### src/rtl/argmax_node.sv
// argmax_node: compare-select of two (value, index) pairs; b wins only when strictly greater.
module argmax_node #(
  parameter int N = 8,
  parameter int I = 4
) (
  input  logic [N-1:0] a_val,
  input  logic [I-1:0] a_idx,
  input  logic [N-1:0] b_val,
  input  logic [I-1:0] b_idx,
  output logic [N-1:0] o_val,
  output logic [I-1:0] o_idx
);
  logic take_b;
  assign take_b = b_val > a_val;
  assign o_val  = take_b ? b_val : a_val;
  assign o_idx  = take_b ? b_idx : a_idx;
endmodule

### src/rtl/argmax.sv
// argmax: registered index/value of the largest of K unsigned N-bit scores, lowest index on ties.
module argmax #(
  parameter int N = 8,
  parameter int K = 4,
  parameter int I = 4
) (
  input  logic         clk,
  input  logic         rst_n,
  input  logic [N*K-1:0] inx,
  input  logic         in_valid,
  output logic [I-1:0] outimax,
  output logic [N-1:0] outmax,
  output logic         out_valid
);
  localparam int IDXW = $clog2(K);
  localparam int L = IDXW;
  if (I < IDXW) begin : g_chk
    $error("argmax: I too narrow for K");
  end
  function automatic int cnt(input int l);
    int c = K;
    for (int t = 0; t < l; t++) c = (c + 1) / 2;
    return c;
  endfunction
  logic [N-1:0] val [L+1][K];
  logic [I-1:0] idx [L+1][K];
  genvar l, j;
  for (j = 0; j < K; j++) begin : g_leaf
    assign val[0][j] = inx[j*N +: N];
    assign idx[0][j] = I'(j);
  end
  // level l+1 slot j reduces slots 2j and 2j+1 of level l; an odd tail slot passes through
  for (l = 0; l < L; l++) begin : g_lvl
    for (j = 0; j < K; j++) begin : g_slot
      if (j < cnt(l) / 2) begin : g_node
        argmax_node #(.N(N), .I(I)) u_node (
          .a_val(val[l][2*j]),
          .a_idx(idx[l][2*j]),
          .b_val(val[l][2*j+1]),
          .b_idx(idx[l][2*j+1]),
          .o_val(val[l+1][j]),
          .o_idx(idx[l+1][j])
        );
      end else if (j == cnt(l) / 2 && cnt(l) % 2 == 1) begin : g_pass
        assign val[l+1][j] = val[l][2*j];
        assign idx[l+1][j] = idx[l][2*j];
      end else begin : g_zero
        assign val[l+1][j] = '0;
        assign idx[l+1][j] = '0;
      end
    end
  end
  always_ff @(posedge clk or negedge rst_n) begin
    if (!rst_n) begin
      outimax   <= '0;
      outmax    <= '0;
      out_valid <= 1'b0;
    end else begin
      out_valid <= in_valid;
      if (in_valid) begin
        outimax <= idx[L][0];
        outmax  <= val[L][0];
      end
    end
  end
endmodule

### config.mk
export PLATFORM = sky130hd
export DESIGN_NAME = argmax
export DESIGN_NICKNAME = d
export VERILOG_FILES = /design/src/rtl/argmax_node.sv /design/src/rtl/argmax.sv
export SDC_FILE = /design/constraint.sdc
export NUM_CORES = 1
export LEC_CHECK = 0
export ABC_AREA = 1
export CAP_MARGIN = 20
export CORE_AREA = 2 2 61 63
export DETAILED_ROUTE_END_ITERATION = 10
export DIE_AREA = 0 0 63 65
export HOLD_SLACK_MARGIN = 0.1
export PLACE_DENSITY = 0.83
export SYNTH_ARGS = -nofsm -noshare
export SYNTH_HDL_FRONTEND = slang
export SYNTH_HIERARCHICAL = 1
export SYNTH_SLANG_ARGS = --single-unit
### constraint.sdc
create_clock -name clk -period 1.1 [get_ports clk]
set_input_delay 0.22 -clock clk [delete_from_list [all_inputs] [get_ports clk]]
set_output_delay 0.22 -clock clk [all_outputs]
set_load 0.01 [all_outputs]
==> impl_metrics.csv, run 1 <==
group,metric,value,unit
clocking,cts_root_buf,"clkbuf_4",
clocking,cts.sinks,13,
synthesis,postSynthAreaPerCell,6.077,sq um
outcome,status,"aborted with a tool error",
placed_design,dp_hpwl,3.813,mm
synthesis,ys_ff_latch,13,
synthesis,ys_types,17,
placed_design,port-buffer-count,47,
placed_design,dp_cells,436,
synthesis,synth_warnings,6,
placed_design,place_congestion,0.8736,
floorplan,initial_core_util,0.4850,
clocking,post_cts_buffers,49,
floorplan,io_pins,48,
clocking,numCtsBuffers,3,
outcome,stop_stage,"4_1_cts",
clocking,clock_path_buffers,2,
floorplan,die_h,65,um
clocking,postCtsHoldBufs,0,
floorplan,num_rows,22,
clocking,htree_levels,1,
floorplan,die_w,63,um
synthesis,synth_cells,279,
clocking,ctsResizeCount,267,
synthesis,ys_seq_area_frac,0.1919,
synthesis,syn-cell-area,1695,sq um
outcome,firstError,"[ERROR DPL-0038] Utilization greater than 100%, impossible to legalize",
-- synth_stat cells --
cell type | instances | area share
a21oi_1 | 6 | 0.018
nor2_2 | 3 | 0.011
buf_6 | 4 | 0.027
nand2_1 | 132 | 0.29
nand3_1 | 36 | 0.11
nor2_1 | 6 | 0.013
clkbuf_4 | 3 | 0.013
conb_1 | 2 | 0.0044
inv_2 | 4 | 0.0089
buf_2 | 3 | 0.0089
nand4_2 | 3 | 0.022
a21o_1 | 3 | 0.013
inv_1 | 30 | 0.066
dfrtp_1 | 13 | 0.19
buf_4 | 1 | 0.0044
nand2_2 | 6 | 0.022
ha_1 | 24 | 0.18
-- cell families after synthesis --
family | count (synthesis) | share of synthesized area
simple gates | 186 | 0.4672
buf+inv | 45 | 0.1284
fa+ha+maj | 24 | 0.1771
flops | 13 | 0.1919
compound gates | 9 | 0.03100
other cells | 2 | 0.004430
-- per-stage QoR --
step | setup TNS (ns) | hold slack, ns | cell area, sq um | utilization | setup WS, ns
detailed placement | -19.10 | 0.4583 | 2818 | 0.8060 | -1.922
global placement | -18.78 | 0.4549 | 2818 | 0.8060 | -1.903
floorplan | -11.49 | -0.07559 | 1953 | - | -1.168
==> inputs of run 2 (changes only) <==
--- a/config.mk
+++ b/config.mk
@@ -7,11 +7,10 @@
 export LEC_CHECK = 0
 export ABC_AREA = 1
 export CAP_MARGIN = 20
-export CORE_AREA = 2 2 61 63
+export CORE_AREA = 2 2 69 71
 export DETAILED_ROUTE_END_ITERATION = 10
-export DIE_AREA = 0 0 63 65
-export HOLD_SLACK_MARGIN = 0.1
-export PLACE_DENSITY = 0.83
+export DIE_AREA = 0 0 71 73
+export PLACE_DENSITY_LB_ADDON = 0.15
 export SYNTH_ARGS = -nofsm -noshare
 export SYNTH_HDL_FRONTEND = slang
 export SYNTH_HIERARCHICAL = 1
==> run 2 against run 1 <==
Compared with the run above: area after synthesis did not move; the flow now finishes, with violations (setup timing); synthesized cell count unchanged.
==> impl_metrics.csv, run 2 <==
group,metric,value,unit
placed_design,place_congestion,0.8306,
floorplan,io_pins,48,
cells_and_area,final_common_cell,"buf_4",
setup_path,path_class,"in -> reg",
floorplan,die_w,71,um
detailed_routing,vias,2404,
setup_path,crit_required,1.24,ns
detailed_routing,wl_met1,2.916,mm
grt,grt_pass1_vias,2394,
hold_path,worst_hold_path_type,"in -> async",
detailed_routing,ant_nets,0,
setup_path,cp-end-kind,"flip-flop",
cells_and_area,top_register,"outmax",
placed_design,place_area,2855,sq um
pwr,comb_power_share,0.718,
clocking,numCtsBuffers,3,
outcome,violations,"setup timing",
synthesis,synth-edff-count,0,
detailed_routing,wl_met3,296,um
timing,finalCritPeriodShare,2.195,
synthesis,synth_cells,279,
setup_path,crit_start,"inx[5]",
clocking,cts_root_buf,"clkbuf_8",
timing,drv_slew,0,
detailed_routing,wirelength,7.119,mm
cells_and_area,reg.largest.list,"outmax (8), outimax (4), out_valid (1)",
clocking,clock_path_buffers,2,
floorplan,core_region_area,4536,sq um
synthesis,ys_ff_latch,13,
timing,skew,0,ns
flow_run,cap_violations,0,
timing,finalSetupTns,-13.00,ns
timing,setup_violations,10,
synthesis,async_flop_share,1.000,
floorplan,initial_core_util,0.3738,
grt,grt_util_all_layers,0.2531,
setup_path,worst-r2r-cell-count,2,
pwr,p_switching,1645,uW
placed_design,dp_hpwl,3.643,mm
detailed_routing,post_drt_wl_per_cell,14.53,um
pwr,sw_frac_of_total,0.4241,
pwr,p_per_area,1052,nW/um^2
pwr,max-vdd-ir-drop,0.4908,mV
synthesis,yosys-top-cells-count,"132 x nand2_1, 36 x nand3_1, 30 x inv_1",
synthesis,ys.flop_type,"dfrtp_1",
grt,grt_pass1_wl,10.52,mm
synthesis,ys_seq_area_frac,0.1919,
setup_path,rrSetupSlack,0.48,ns
grt,grt_overflow_total,0,
cells_and_area,design_area,3687,sq um
cells_and_area,nets,496,
cells_and_area,area_delta_synth_final,117.5,%
clocking,htree_levels,1,
grt,antenna_found_initial,0,
synthesis,synth_top_area_share,0.2923,
detailed_routing,vias_per_cell,4.906,
clocking,clock_latency,0.24,ns
pwr,clkPwrFrac,0.108,
floorplan,dieArea,5183,sq um
setup_path,arrival,2.55,ns
setup_path,startpoint_type,"input pin",
timing,fmax,0.4141,GHz
detailed_routing,initialDrtViolationCount,201,
timing,rsz0062_at_grt,"yes",
cells_and_area,antenna_cells,0,
timing,finalCriticalPeriod,2.415,ns
cells_and_area,final_cell_mix,"87 x buf_4, 81 x nand2_1, 44 x nand2_2, 25 x inv_2, 25 x buf_6",
detailed_routing,drc,0,
synthesis,syn-cell-area,1695,sq um
timing,setup_ws,-1.315,ns
synthesis,synth.most_common_cell,"nand2_1",
clocking,cts.sinks,13,
pwr,internal-power,2233,uW
synthesis,synth_largest_area_cell,"nand2_1",
cells_and_area,drive_above_1_share,0.6468,
synthesis,ys_types,17,
setup_path,timing.rr.start,"outmax[2]$_DFFE_PN0P_",
setup_path,rr_endpoint,"outmax[2]$_DFFE_PN0P_",
detailed_routing,drt_pass1_iterations,4,
synthesis,synth_area_leaders,"nand2_1 29%, dfrtp_1 19%, ha_1 18%, nand3_1 11%, inv_1 6.6%",
pwr,pwr-share-seq,0.174,
clocking,clk_pin_slew_worst_paths,0.05,ns
detailed_routing,dr.max_layer_used,"met4",
synthesis,postSynthAreaPerCell,6.077,sq um
cells_and_area,fin_util,0.8130,
detailed_routing,dr_wl_met2,3.552,mm
timing,hold_viol,0,
synthesis,synth_warnings,6,
outcome,status,"finished, violations left",
setup_path,crit_fanout,8,
floorplan,num_rows,25,
cells_and_area,largest_reg_flops,8,
pwr,p_leak,0.001967,uW
setup_path,endpoint,"outmax[0]$_DFFE_PN0P_",
floorplan,die_h,73,um
grt,grt_max_degree,14,
clocking,cts_tree,"yes",
placed_design,port-buffer-count,47,
[run 2: cell counts after synthesis]
No cell type changed its count.
[run 2: final cells by class]
| type | count | area [sq um] |
|---|---|---|
| flip-flops and latches | 13 | 325.3 |
| repair buffers | 147 | 1205 |
| well taps | 54 | 67.56 |
| multi-input cells | 238 | 1897 |
| fillers | 282 | 848.3 |
| inverters | 34 | 147.6 |
| clock buffers | 4 | 45.04 |
[run 2: worst min-delay path by stage]
stage / start / end / slack (ns) / cells past startpoint
floorplan: rst_n / out_valid$_DFF_PN0_ / -0.08 / 0
global placement: outmax[6]$_DFFE_PN0P_ / outmax[6]$_DFFE_PN0P_ / 0.45 / 2
detailed placement: outmax[6]$_DFFE_PN0P_ / outmax[6]$_DFFE_PN0P_ / 0.46 / 2
CTS: rst_n / outmax[1]$_DFFE_PN0P_ / 0.29 / 2
global route: rst_n / outmax[6]$_DFFE_PN0P_ / 0.30 / 2
finish: rst_n / outmax[6]$_DFFE_PN0P_ / 0.28 / 2
[run 2: cells by family after synthesis]
kind of cell	share of synthesized area
simple gates	0.4672
buf+inv	0.1284
other cells	0.004430
compound gates	0.03100
fa+ha+maj	0.1771
flops	0.1919
[run 2: per-layer routing]
metal | up-vias | global-route usage
met2 | 83 | 0.4683
met5 | - | 0
met3 | 35 | 0.02348
met1 | 1108 | 0.2965
met4 | 0 | 0.1111
li1 | 1178 | -
[run 2: timing repair]
item | 4_1_cts | 5_1_grt
pin swaps | 77 | 58
hold buffers | 0 | 0
endpoints found under the setup margin | 23 | 15
gates cloned | 4 | 0
gates resized for setup | 234 | 78
setup buffers | 34 | 3
[run 2: power by group through the flow]
stage | clock [uW] | combinational (uW) | sequential, uW
global route | 449 | 2990 | 690
floorplan | 0 | 961 | 747
detailed placement | 0 | 1830 | 683
finish | 420 | 2780 | 674
CTS | 426 | 2330 | 676
global placement | 0 | 1810 | 675
[run 2: metrics by stage]
step | hold WS, ns | std cells | total power [uW] | setup slack, ns
2_1_floorplan | -0.07559 | 293 | 1708 | -1.168
3_3_place_gp | 0.4529 | 446 | 2482 | -1.934
3_5_place_dp | 0.4610 | 446 | 2511 | -1.961
4_1_cts | 0.2866 | 488 | 3433 | -1.189
5_1_grt | 0.2980 | 490 | 4128 | -1.432
6_report | 0.2789 | 490 | 3877 | -1.315
[run 2: worst max-delay path, cell delays in order]
cell	delay, ns
buf_12	0.09
inv_12	0.03
ha_4	0.28
nand2_4	0.05
nor2_4	0.14
nand2_2	0.09
nand2_4	0.16
buf_6	0.12
nand3_1	0.10
nand2_2	0.11
inv_2	0.05
ha_4	0.25
a21oi_2	0.15
nor2_1	0.08
nor2_2	0.13
nand2_4	0.11
buf_8	0.16
nand3_2	0.07
nand2_2	0.06
nand2_1	0.06
nand2_1	0.04
Note: power is estimated with default switching activity, not from simulation.
